### src/rtl/pcpi_mm_sequencer_pkg.sv
// Shared encodings for the PCPI matrix-multiply sequencer and its instruction decoder.
package pcpi_mm_sequencer_pkg;

  localparam logic [6:0] OPC_CUSTOM = 7'b1011011;

  localparam logic [2:0] F3_CFG     = 3'b000;
  localparam logic [2:0] F3_LOAD    = 3'b001;
  localparam logic [2:0] F3_WEIGHT  = 3'b010;
  localparam logic [2:0] F3_COMPUTE = 3'b100;
  localparam logic [2:0] F3_READ    = 3'b101;
  localparam logic [2:0] F3_STATUS  = 3'b110;

  localparam logic [2:0] ST_IDLE   = 3'd0;
  localparam logic [2:0] ST_EXEC   = 3'd1;
  localparam logic [2:0] ST_RDWAIT = 3'd2;
  localparam logic [2:0] ST_ENG    = 3'd3;
  localparam logic [2:0] ST_RESP   = 3'd4;
  localparam logic [2:0] ST_GUARD  = 3'd5;

  localparam int STAT_ERR_TO   = 0;
  localparam int STAT_ERR_CFG  = 1;
  localparam int STAT_ERR_ADDR = 2;
  localparam int STAT_DIM_LSB  = 8;

  localparam logic [31:0] ERR_WORD = 32'hFFFF_FFFF;

  typedef struct packed {
    logic cfg;
    logic load;
    logic weight;
    logic compute;
    logic read;
    logic status;
  } op_onehot_t;

  function automatic logic [31:0] status_word(input logic [7:0] dim,
                                              input logic       err_addr,
                                              input logic       err_cfg,
                                              input logic       err_to);
    logic [31:0] w;
    w                       = '0;
    w[STAT_DIM_LSB +: 8]    = dim;
    w[STAT_ERR_ADDR]        = err_addr;
    w[STAT_ERR_CFG]         = err_cfg;
    w[STAT_ERR_TO]          = err_to;
    return w;
  endfunction

endpackage

### src/rtl/pcpi_mm_sequencer_if.sv
// PCPI handshake bundle between the CPU (master) and a coprocessor front-end (slave).
interface pcpi_mm_sequencer_if;

  logic        pcpi_valid;
  logic [31:0] pcpi_insn;
  logic [31:0] pcpi_rs1;
  logic [31:0] pcpi_rs2;
  logic        pcpi_wr;
  logic [31:0] pcpi_rd;
  logic        pcpi_wait;
  logic        pcpi_ready;

  modport master (
    output pcpi_valid, pcpi_insn, pcpi_rs1, pcpi_rs2,
    input  pcpi_wr, pcpi_rd, pcpi_wait, pcpi_ready
  );

  modport slave (
    input  pcpi_valid, pcpi_insn, pcpi_rs1, pcpi_rs2,
    output pcpi_wr, pcpi_rd, pcpi_wait, pcpi_ready
  );

endinterface

### src/rtl/pcpi_mm_sequencer_insn_decode.sv
// Combinational PCPI custom-opcode match with one-hot funct3 decode; unclaimed funct3 never matches.
module pcpi_insn_decode
  import pcpi_mm_sequencer_pkg::*;
#(
  parameter logic [6:0] FUNCT7 = 7'b0000001
) (
  input  logic        valid,
  input  logic [31:0] insn,
  output logic        match,
  output op_onehot_t  op
);

  logic unused_fields;
  assign unused_fields = ^{insn[24:15], insn[11:7]};

  always_comb begin
    op = '0;
    case (insn[14:12])
      F3_CFG:     op.cfg     = 1'b1;
      F3_LOAD:    op.load    = 1'b1;
      F3_WEIGHT:  op.weight  = 1'b1;
      F3_COMPUTE: op.compute = 1'b1;
      F3_READ:    op.read    = 1'b1;
      F3_STATUS:  op.status  = 1'b1;
      default:    ;
    endcase
  end

  assign match = valid && (insn[6:0] == OPC_CUSTOM) && (insn[31:25] == FUNCT7) && (|op);

endmodule

### src/rtl/pcpi_mm_sequencer.sv
// PCPI front-end for the matrix-multiply coprocessor: decodes custom instructions and
// sequences scratchpad and systolic-engine handshakes through one registered FSM.
//
// state     | meaning
// ----------+-------------------------------------------------------------
// ST_IDLE   | waiting for a matching instruction; latches operands on match
// ST_EXEC   | one-cycle action: strobe scratchpad, start engine, or update cfg
// ST_RDWAIT | scratchpad read data lands and is registered
// ST_ENG    | waiting for eng_done or timeout
// ST_RESP   | pcpi_ready (and write-back if any) for exactly one cycle
// ST_GUARD  | one dead cycle so the CPU can drop pcpi_valid
module pcpi_mm_sequencer
  import pcpi_mm_sequencer_pkg::*;
#(
  parameter int         DWIDTH      = 16,
  parameter int         AWIDTH      = 8,
  parameter int         DEPTH       = 256,
  parameter int         PE_DIM      = 4,
  parameter logic [6:0] FUNCT7      = 7'b0000001,
  parameter int         TIMEOUT_CYC = 1024
) (
  input  logic                          clk,
  input  logic                          rst,
  pcpi_mm_sequencer_if.slave            pcpi,
  output logic                          sp_we,
  output logic                          sp_re,
  output logic [AWIDTH-1:0]             sp_addr,
  output logic [DWIDTH-1:0]             sp_wdata,
  input  logic [DWIDTH-1:0]             sp_rdata,
  output logic                          eng_start,
  output logic                          eng_op,
  output logic [$clog2(PE_DIM+1)-1:0]   eng_dim,
  input  logic                          eng_done
);

  localparam int               DIM_W    = $clog2(PE_DIM + 1);
  localparam int               CNT_W    = (TIMEOUT_CYC > 1) ? $clog2(TIMEOUT_CYC) : 1;
  localparam logic [CNT_W-1:0] CNT_LAST = CNT_W'(TIMEOUT_CYC - 1);

  logic [2:0]        state;
  op_onehot_t        op_q;
  logic [AWIDTH-1:0] addr_q;
  logic [DWIDTH-1:0] wdata_q;
  logic              oob_q;
  logic              cfg_ok_q;
  logic [31:0]       rdata_q;
  logic [CNT_W-1:0]  cnt;
  logic [DIM_W-1:0]  dim_q;
  logic              err_addr;
  logic              err_cfg;
  logic              err_to;

  logic              hit;
  op_onehot_t        hit_op;

  logic              unused_rs2;
  assign unused_rs2 = ^pcpi.pcpi_rs2;

  pcpi_insn_decode #(.FUNCT7(FUNCT7)) u_decode (
    .valid (pcpi.pcpi_valid),
    .insn  (pcpi.pcpi_insn),
    .match (hit),
    .op    (hit_op)
  );

  always_ff @(posedge clk or posedge rst) begin
    if (rst) begin
      state    <= ST_IDLE;
      op_q     <= '0;
      addr_q   <= '0;
      wdata_q  <= '0;
      oob_q    <= 1'b0;
      cfg_ok_q <= 1'b0;
      rdata_q  <= '0;
      cnt      <= '0;
      dim_q    <= DIM_W'(PE_DIM);
      err_addr <= 1'b0;
      err_cfg  <= 1'b0;
      err_to   <= 1'b0;
    end else begin
      case (state)
        ST_IDLE: begin
          if (hit) begin
            op_q     <= hit_op;
            addr_q   <= pcpi.pcpi_rs1[AWIDTH-1:0];
            wdata_q  <= pcpi.pcpi_rs2[DWIDTH-1:0];
            oob_q    <= (pcpi.pcpi_rs1 >= 32'(DEPTH));
            // Range check on the full operand so large values never alias into 1..PE_DIM.
            cfg_ok_q <= (pcpi.pcpi_rs1 != 32'd0) && (pcpi.pcpi_rs1 <= 32'(PE_DIM));
            state    <= ST_EXEC;
          end
        end
        ST_EXEC: begin
          cnt <= '0;
          if ((op_q.load || op_q.read) && oob_q)
            err_addr <= 1'b1;
          if (op_q.cfg) begin
            dim_q <= cfg_ok_q ? DIM_W'(addr_q) : DIM_W'(PE_DIM);
            if (!cfg_ok_q)
              err_cfg <= 1'b1;
          end
          if (op_q.read)
            state <= ST_RDWAIT;
          else if (op_q.weight || op_q.compute)
            state <= ST_ENG;
          else
            state <= ST_RESP;
        end
        ST_RDWAIT: begin
          rdata_q <= oob_q ? ERR_WORD : 32'(sp_rdata);
          state   <= ST_RESP;
        end
        ST_ENG: begin
          if (eng_done) begin
            state <= ST_RESP;
          end else if (cnt == CNT_LAST) begin
            err_to <= 1'b1;
            state  <= ST_RESP;
          end else begin
            cnt <= cnt + CNT_W'(1);
          end
        end
        ST_RESP: begin
          if (op_q.status) begin
            err_addr <= 1'b0;
            err_cfg  <= 1'b0;
            err_to   <= 1'b0;
          end
          state <= ST_GUARD;
        end
        ST_GUARD: state <= ST_IDLE;
        default:  state <= ST_IDLE;
      endcase
    end
  end

  // Outputs decode from registered state only, so an async reset forces them low at once.
  always_comb begin
    sp_we           = 1'b0;
    sp_re           = 1'b0;
    eng_start       = 1'b0;
    eng_op          = 1'b0;
    pcpi.pcpi_wait  = 1'b0;
    pcpi.pcpi_ready = 1'b0;
    pcpi.pcpi_wr    = 1'b0;
    pcpi.pcpi_rd    = '0;
    case (state)
      ST_EXEC: begin
        pcpi.pcpi_wait = 1'b1;
        sp_we          = op_q.load && !oob_q;
        sp_re          = op_q.read && !oob_q;
        eng_start      = op_q.weight || op_q.compute;
        eng_op         = op_q.compute;
      end
      ST_RDWAIT: pcpi.pcpi_wait = 1'b1;
      ST_ENG: begin
        pcpi.pcpi_wait = 1'b1;
        eng_op         = op_q.compute;
      end
      ST_RESP: begin
        pcpi.pcpi_ready = 1'b1;
        if (op_q.read) begin
          pcpi.pcpi_wr = 1'b1;
          pcpi.pcpi_rd = rdata_q;
        end else if (op_q.status) begin
          pcpi.pcpi_wr = 1'b1;
          pcpi.pcpi_rd = status_word(8'(dim_q), err_addr, err_cfg, err_to);
        end
      end
      default: ;
    endcase
  end

  assign sp_addr  = addr_q;
  assign sp_wdata = wdata_q;
  assign eng_dim  = dim_q;

endmodule

### src/flat_wrapper.sv
// flat-port wrapper written by rule: the top's interface ports become plain ports
module pcpi_mm_sequencer_flat import pcpi_mm_sequencer_pkg::*;
#(
  parameter int         DWIDTH      = 16,
  parameter int         AWIDTH      = 8,
  parameter int         DEPTH       = 256,
  parameter int         PE_DIM      = 4,
  parameter logic [6:0] FUNCT7      = 7'b0000001,
  parameter int         TIMEOUT_CYC = 1024
)
  (clk, rst, sp_we, sp_re, sp_addr, sp_wdata, sp_rdata, eng_start, eng_op, eng_dim, eng_done, pcpi_pcpi_valid, pcpi_pcpi_insn, pcpi_pcpi_rs1, pcpi_pcpi_rs2, pcpi_pcpi_wr, pcpi_pcpi_rd, pcpi_pcpi_wait, pcpi_pcpi_ready);
  pcpi_mm_sequencer_if pcpi_i ();
  input  logic clk;
  input  logic rst;
  output logic sp_we;
  output logic sp_re;
  output logic [AWIDTH-1:0] sp_addr;
  output logic [DWIDTH-1:0] sp_wdata;
  input  logic [DWIDTH-1:0] sp_rdata;
  output logic eng_start;
  output logic eng_op;
  output logic [$clog2(PE_DIM+1)-1:0] eng_dim;
  input  logic eng_done;
  input wire logic [$bits(pcpi_i.pcpi_valid)-1:0] pcpi_pcpi_valid;
  input wire logic [$bits(pcpi_i.pcpi_insn)-1:0] pcpi_pcpi_insn;
  input wire logic [$bits(pcpi_i.pcpi_rs1)-1:0] pcpi_pcpi_rs1;
  input wire logic [$bits(pcpi_i.pcpi_rs2)-1:0] pcpi_pcpi_rs2;
  output wire logic [$bits(pcpi_i.pcpi_wr)-1:0] pcpi_pcpi_wr;
  output wire logic [$bits(pcpi_i.pcpi_rd)-1:0] pcpi_pcpi_rd;
  output wire logic [$bits(pcpi_i.pcpi_wait)-1:0] pcpi_pcpi_wait;
  output wire logic [$bits(pcpi_i.pcpi_ready)-1:0] pcpi_pcpi_ready;
  assign pcpi_i.pcpi_valid = pcpi_pcpi_valid;
  assign pcpi_i.pcpi_insn = pcpi_pcpi_insn;
  assign pcpi_i.pcpi_rs1 = pcpi_pcpi_rs1;
  assign pcpi_i.pcpi_rs2 = pcpi_pcpi_rs2;
  assign pcpi_pcpi_wr = pcpi_i.pcpi_wr;
  assign pcpi_pcpi_rd = pcpi_i.pcpi_rd;
  assign pcpi_pcpi_wait = pcpi_i.pcpi_wait;
  assign pcpi_pcpi_ready = pcpi_i.pcpi_ready;
  pcpi_mm_sequencer #(.DWIDTH(DWIDTH), .AWIDTH(AWIDTH), .DEPTH(DEPTH), .PE_DIM(PE_DIM), .FUNCT7(FUNCT7), .TIMEOUT_CYC(TIMEOUT_CYC)) u_core (.clk(clk), .rst(rst), .pcpi(pcpi_i), .sp_we(sp_we), .sp_re(sp_re), .sp_addr(sp_addr), .sp_wdata(sp_wdata), .sp_rdata(sp_rdata), .eng_start(eng_start), .eng_op(eng_op), .eng_dim(eng_dim), .eng_done(eng_done));
endmodule
### config.mk
export PLATFORM = sky130hd
export DESIGN_NAME = pcpi_mm_sequencer_flat
export DESIGN_NICKNAME = d
export VERILOG_FILES = /design/src/rtl/pcpi_mm_sequencer_pkg.sv /design/src/rtl/pcpi_mm_sequencer_if.sv /design/src/rtl/pcpi_mm_sequencer_insn_decode.sv /design/src/rtl/pcpi_mm_sequencer.sv /design/src/flat_wrapper.sv
export SDC_FILE = /design/constraint.sdc
export NUM_CORES = 1
export LEC_CHECK = 0
export CORE_UTILIZATION = 36
export CTS_BUF_LIST = sky130_fd_sc_hd__clkbuf_16
export DETAILED_ROUTE_END_ITERATION = 8
export PLACE_DENSITY = 0.78
export RECOVER_POWER = 100
export SYNTH_ARGS = -nofsm -noshare
export SYNTH_HDL_FRONTEND = slang
export SYNTH_HIERARCHICAL = 1
export SYNTH_SLANG_ARGS = --single-unit
### constraint.sdc
create_clock -name clk -period 2.3 [get_ports clk]
set_input_delay 0.46 -clock clk [delete_from_list [all_inputs] [get_ports clk]]
set_output_delay 0.46 -clock clk [all_outputs]
set_load 0.1 [all_outputs]
==> reports/results.ini, run 1 <==
[power_and_ir_drop]
seqPwrFrac_pct = 36.9
power_frac_clock_pct = 42.9
power.density_nw_per_um2 = 606
power.switching_uw = 940
power_mw = 3.40
p_leak_nw = 2.61
peakVddDrop_v = 0.000439
p_int_mw = 2.46
swShare_pct = 27.7
p_comb_share_pct = 20.2

[synth]
avgSynthCellArea_um2 = 10.5
seq_area_frac_synth_pct = 50.6
yosys_warnings = 6
synth_cells = 321
syn_nets = 438
synth_cell_types = 45
synth_seq_cells = 68
synthFlopType = dfrtp_1
synth-async-reset-ratio_pct = 100
synth-edff-count = 0
synth.cell_area_um2 = 3370

[setup_path]
critPathSlowestCell = clkdlybuf4s50_1
worstSetupStartpointType = input pin
r2r_slack_ps = 120
arrival_ps = 2430
worstPathCellList = clkdlybuf4s50_1 > nand2_1 > nand4_1 > nor4_2 > nor4b_4 > buf_6 > clkbuf_16 > mux2_1
worst_r2r_endpoint = u_core/cnt[2]
cp.required_ps = 2500
path_class = input pin to flop
reg2reg_depth = 6
max_stage_delay_ps = 440
path_delay_family = simple AND/OR/NAND/NOR gates
endpoint_kind = flop
rr_startpoint = u_core/state[1]
worst-path-buf-inv = 3
critPathMaxFanout = 5

[placed_design]
post-place-ws_ps = -275
placed_cells = 570
gp_congestion = 0.842
placed_area_um2 = 5330
hpwl_um = 6820
portBuffers = 150

[clock_network]
clk_path_buf_depth = 2
cts_tree = yes
holdBufCountCts = 0
clkLatencyLatePin_ps = 330
clockRootBuffer = clkbuf_16
cts_max_level = 3
cts_buffers = 9
clk_pin_slew_worst_paths_ps = 60
cts.sinks = 68

[timing]
fin_tns_setup_ps = 0
setup_violations = 0
skew_ps = 8.64
relSlewSlack_pct = 22.8
timing.fmax_mhz = 448
setup_slack_ps = 67.3
slew_violations = 0
tightest_slew_ps = 1160
timing.final.crit_share_pct = 97.1
hold_viol_final = 0
fin_crit_ps = 2230
timing.hold.ws_ps = 485

[grt]
grtUsageMet2_pct = 34.5
globalRouteMet1Util_pct = 19.7
antenna_found_initial = 0
grt-ovfl-total = 0
use_met3_pct = 5.74
grt_pass1_wl_um = 14200
grt_most_used_layer = met2
grt_max_degree = 41
grtUsageTotal_pct = 18.8
grt_pass1_vias = 3070

[drt]
first_pass_iters = 4
num_vias = 3117
avgRoutedWirePerCell_um = 16.8
wirelength_um = 9910
drc_errors = 0
drt_iter0_drc = 83
ant_nets = 0
viasPerCell = 5.27

[layout]
layout_common_cells = clkdlybuf4s50_1 (71), dfrtp_1 (67), nor2_1 (43)
multi_input_area_um2 = 1510
final_common_cell = clkdlybuf4s50_1
fill_cells = 682
stdcell_count = 591
final_layout_size_suffix_gt1_share_pct = 30.8
final_core_util_pct = 63.0
regArea_um2 = 1700
nets = 595
area_delta_synth_final_pct = 66.3
antenna_cells = 0
final_area_um2 = 5600

[die]
die_area_um2 = 9750
io_pins = 182
rows = 34
die_h_um = 98.7
fp.dieW_um = 98.7
start_util_pct = 37.9
core-area_um2 = 8890

[min_path]
holdPathStages = 2
hold_class = flop to flop
min_from = u_core/err_cfg
min_to = u_core/err_cfg

[job]
maxCapViolations = 0

[run_status]
status = complete, no violations

cells by family after synthesis:
group | synth area share, %
xor+xnor | 0.260
fa+ha+maj | 0.371
mux | 10.4
compound gates | 10.1
simple gates | 21.2
buf+inv | 7.13
flops | 50.6
flip-flops by register name, indices dropped and copies added (netlist names):
| register | flops |
|---|---|
| u_core/sp_addr | 8 |
| u_core/state | 3 |
| u_core/err_cfg | 1 |
| u_core/op_q | 6 |
| u_core/eng_dim | 3 |
| u_core/err_addr | 1 |
| u_core/err_to | 1 |
| u_core/sp_wdata | 16 |
| u_core/cnt | 10 |
| u_core/rdata_q | 17 |
| u_core/oob_q | 1 |
| u_core/cfg_ok_q | 1 |
worst max path at each step:
stage / start / to / slack [ps] / cells after the start
6_report: pcpi_pcpi_insn[12] / u_core/sp_addr[5] / 70 / 8
5_1_grt: pcpi_pcpi_insn[12] / u_core/sp_addr[4] / -4 / 8
4_1_cts: pcpi_pcpi_insn[26] / u_core/sp_wdata[5] / 10 / 7
3_5_place_dp: pcpi_pcpi_insn[26] / u_core/sp_wdata[5] / -280 / 7
3_3_place_gp: pcpi_pcpi_insn[26] / u_core/sp_wdata[1] / -230 / 7
2_1_floorplan: u_core/state[0] / sp_re / -330 / 5
cell usage after synthesis, drive strengths merged (2+ instances only):
| cell type | n | area share [%] |
|---|---|---|
| nor3 | 6 | 1.0 |
| o21a | 2 | 0.45 |
| and4b | 2 | 0.59 |
| a21oi | 23 | 3.4 |
| a22o | 6 | 1.6 |
| and2 | 13 | 2.4 |
| or3 | 3 | 0.56 |
| a31oi | 2 | 0.37 |
| nor3b | 6 | 1.5 |
| inv | 5 | 0.56 |
| nor2 | 44 | 4.9 |
| nand2 | 21 | 2.3 |
| nand4 | 5 | 1.1 |
| mux2 | 31 | 10 |
| or4 | 2 | 0.45 |
| buf | 26 | 6.1 |
| clkbuf | 4 | 0.45 |
| nand3 | 7 | 1.0 |
| nor4 | 10 | 2.2 |
| and4 | 2 | 0.52 |
| and3b | 2 | 0.52 |
| nor4b | 2 | 1.2 |
| and3 | 3 | 0.56 |
| o21ai | 12 | 1.8 |
| o31ai | 5 | 1.1 |
| dfrtp | 67 | 50 |
what timing repair did:
action	4_1_cts	5_1_grt
gates cloned	0	4
gates resized for setup	1	33
endpoints found under the setup margin	14	27
setup buffers	0	1
pin swaps	0	6
power groups by stage:
stage	Sequential, mW	Clock (mW)	Combinational, mW
3_5_place_dp	1.27	0	0.724
5_1_grt	1.26	1.52	0.719
4_1_cts	1.25	1.47	0.730
3_3_place_gp	1.27	0	0.710
2_1_floorplan	1.26	0	0.387
6_report	1.25	1.46	0.685
worst reg2reg max path: stages, from the launching register on:
cell and delay [ps]:
dfrtp_1 380, clkbuf_1 240, inv_1 150, nor4_1 720, buf_4 280, nor2_1 60, a311oi_1 260
layer usage:
metal,vias up,share of wire [%]
met5,-,0
met4,0,2.8
met3,22,6.9
met2,128,52
met1,1507,38
li1,1460,-
final cells by class:
cell class | instances | share of cell area [%]
clock buffer | 9 | 4.02
clock inverter | 7 | 1.61
inverter | 5 | 0.335
multi-input combinational | 218 | 27.0
sequential | 68 | 30.4
tap | 108 | 2.41
timing repair buffer | 176 | 34.2
Power figures use the tool's default switching activity.
==> inputs of run 2 (changes only) <==
--- a/config.mk
+++ b/config.mk
@@ -5,12 +5,14 @@
 export SDC_FILE = /design/constraint.sdc
 export NUM_CORES = 1
 export LEC_CHECK = 0
+export ABC_AREA = 1
 export CORE_UTILIZATION = 36
 export CTS_BUF_LIST = sky130_fd_sc_hd__clkbuf_16
 export DETAILED_ROUTE_END_ITERATION = 8
-export PLACE_DENSITY = 0.78
+export PLACE_DENSITY = 0.77
 export RECOVER_POWER = 100
 export SYNTH_ARGS = -nofsm -noshare
 export SYNTH_HDL_FRONTEND = slang
 export SYNTH_HIERARCHICAL = 1
 export SYNTH_SLANG_ARGS = --single-unit
+export TNS_END_PERCENT = 50
==> run 2 against run 1 <==
Worst setup slack better by 2.7 ps. Critical path type is now flop to output pin. Critical endpoint is now pcpi_pcpi_rd[13]. Clock skew down 4.9 ps. Clock-buffer cell count unchanged.
==> reports/results.ini, run 2 <==
[run_status]
status = complete, no violations

[timing]
skew_ps = 3.74
hold_viol_final = 0
slew_violations = 0
timing.fmax_mhz = 448
setup_violations = 0
grt_setup_unrepaired = false
relSlewSlack_pct = 50.6
fin_crit_ps = 2230
timing.final.crit_share_pct = 97.0
tightest_slew_ps = 740
fin_tns_setup_ps = 0

[power_and_ir_drop]
p_int_mw = 2.88
power.switching_mw = 2.50
p_leak_nw = 2.67
power.density_nw_per_um2 = 970
peakVddDrop_v = 0.000475
swShare_pct = 46.5
power_frac_clock_pct = 24.8
p_comb_share_pct = 50.4
seqPwrFrac_pct = 24.7

[placed_design]
portBuffers = 150
hpwl_um = 6950
placed_cells = 714
gp_congestion = 0.806

[setup_path]
path_class = flop to output pin
rr_startpoint = u_core/cnt[0]
cp.required_ps = 1840
reg2reg_depth = 6
worstPathCellList = nor2_4 > nand2_4 > clkinvlp_4 > nand2_8 > buf_4 > nor2_4 > buf_8
r2r_slack_ps = 240
critPathMaxFanout = 8
max_stage_delay_ps = 450
endpoint_kind = output pin
worstSetupStartpointType = flop
path_common_cell = nor2_4
critPathSlowestCell = dfrtp_1
arrival_ps = 1770
worst_r2r_endpoint = u_core/cnt[9]

[layout]
antenna_cells = 0
area_delta_synth_final_pct = 58.6
layout_common_cells = nand2_1 (129), clkdlybuf4s50_1 (82), dfrtp_1 (67)
stdcell_count = 734
largest_register_ffs = 17
final_layout_size_suffix_gt1_share_pct = 21.5
nets = 717
regMostFlops = u_core/rdata_q
final_common_cell = nand2_1

[job]
maxCapViolations = 0

[synth]
synth_cell_types = 31
seq_area_frac_synth_pct = 48.8
synth-edff-count = 0
avgSynthCellArea_um2 = 7.66
synth_area_leaders = dfrtp_1 (48%), nand2_1 (14%), inv_1 (6.1%), nor2_1 (5.4%), buf_4 (3.7%)
yosysTopAreaCell = dfrtp_1
yosysTopAreaCellShare_pct = 48.0
syn_nets = 573
synth_seq_cells = 68
yosys_warnings = 6
ys_top_cells_by_count = nand2_1 (132), dfrtp_1 (67), inv_1 (57), nor2_1 (50), o21ai_0 (24)
synth_cells = 456
synth-async-reset-ratio_pct = 100
synth.most_common_cell = nand2_1
synthFlopType = dfrtp_1
synth.cell_area_um2 = 3490

[die]
fp.dieW_um = 100
io_pins = 182
die_area_um2 = 10100
die_h_um = 100
start_util_pct = 37.4
core-area_um2 = 9330
rows = 35

[clock_network]
clockRootBuffer = clkbuf_16
cts_max_level = 3
cts.sinks = 68
cts_tree = yes
holdBufCountCts = 0
clk_path_buf_depth = 2
clk_pin_slew_worst_paths_ps = 50
clkLatencyLatePin_ps = 330
cts_buffers = 9

[min_path]
holdPathStages = 2
hold_class = flop to flop
min_to = u_core/sp_addr[4]
min_from = u_core/sp_addr[4]

[grt]
grtUsageTotal_pct = 19.1
grt_pass1_vias = 3373
grt_pass1_wl_um = 15100
grt-ovfl-total = 0
antenna_found_initial = 0
grt_max_degree = 35

[drt]
drt_iter0_drc = 181
first_pass_iters = 5
viasPerCell = 4.63
ant_nets = 0
num_vias = 3398
drc_errors = 0
avgRoutedWirePerCell_um = 12.4
wirelength_um = 9130

## run 2: changes by cell type after synthesis, moves of 7 or more
| cell | change |
|---|---|
| and2_1 | -13 |
| inv_1 | +52 |
| mux2_1 | -10 |
| mux2_2 | -21 |
| nand2_1 | +111 |
| nand3_1 | +10 |
| nor3_1 | +18 |
| nor4_1 | -7 |
| o21ai_0 | +13 |
## run 2: how the worst max path moves through the flow
stage | startpoint | end
global placement | pcpi_pcpi_insn[12] | u_core/op_q[2]
finish | u_core/state[0] | pcpi_pcpi_rd[13]
global route | u_core/state[0] | pcpi_pcpi_rd[13]
floorplan | u_core/state[1] | pcpi_pcpi_wr
CTS | u_core/state[1] | pcpi_pcpi_rd[0]
detailed placement | pcpi_pcpi_insn[12] | u_core/op_q[2]
## run 2: repair_timing
| item | CTS | global route |
|---|---|---|
| setup endpoints to repair | 9 | 16 |
| buffers inserted | 3 | 1 |
| resized for setup | 3 | 3 |
| pin swaps | 1 | 1 |
## run 2: routing by layer
| metal | vias to the layer above | global-route usage [%] | wire length, um |
|---|---|---|---|
| met3 | 13 | 5.76 | 631 |
| met1 | 1563 | 21.1 | 3590 |
| met2 | 122 | 34.6 | 4770 |
| met5 | - | 0 | 0 |
| li1 | 1700 | - | - |
| met4 | 0 | 7.02 | 144 |
## run 2: cell families after synthesis
group	Yosys count	synth area share [%]
AND/OR/NAND/NOR	241	29.7
buffers and inverters	88	11.9
flip-flops	68	48.8
AO/OA/AOI/OAI	55	8.60
XOR/XNOR	3	0.753
adder cells (fa/ha/maj)	1	0.358
## run 2: layout make-up
cell class	instances	area, um^2
clock inverter	7	67.6
sequential	68	1700
clock buffer	9	225
tap	129	161
timing repair buffer	164	1600
fill	825	3790
multi-input combinational	300	1560
inverter	57	218
## run 2: critical path, delay by kind of cell, from the launching register on
| kind | cells | cell delay [ps] |
|---|---|---|
| buffers and inverters | 3 | 520 |
| flip-flops | 1 | 450 |
| AND/OR/NAND/NOR | 4 | 470 |
## run 2: stage by stage
stage,total power [mW],utilization [%],instance area [um^2],hold WS [ps],setup slack (ps)
floorplan,3.34,-,3700,450,-331
global placement,4.29,59.9,5590,464,205
detailed placement,4.33,59.9,5590,471,175
CTS,5.72,63.5,5930,477,12.9
global route,5.57,59.4,5540,499,7.43
finish,5.37,59.4,5540,478,70.0
## run 2: power by group through the flow
stage               Combinational, mW  Clock (mW)  Sequential, mW
global route                     2.82        1.42            1.34
finish                           2.71        1.33            1.33
floorplan                        1.95           0            1.39
global placement                 2.95           0            1.34
CTS                              3.03        1.36            1.33
detailed placement               2.99           0            1.34
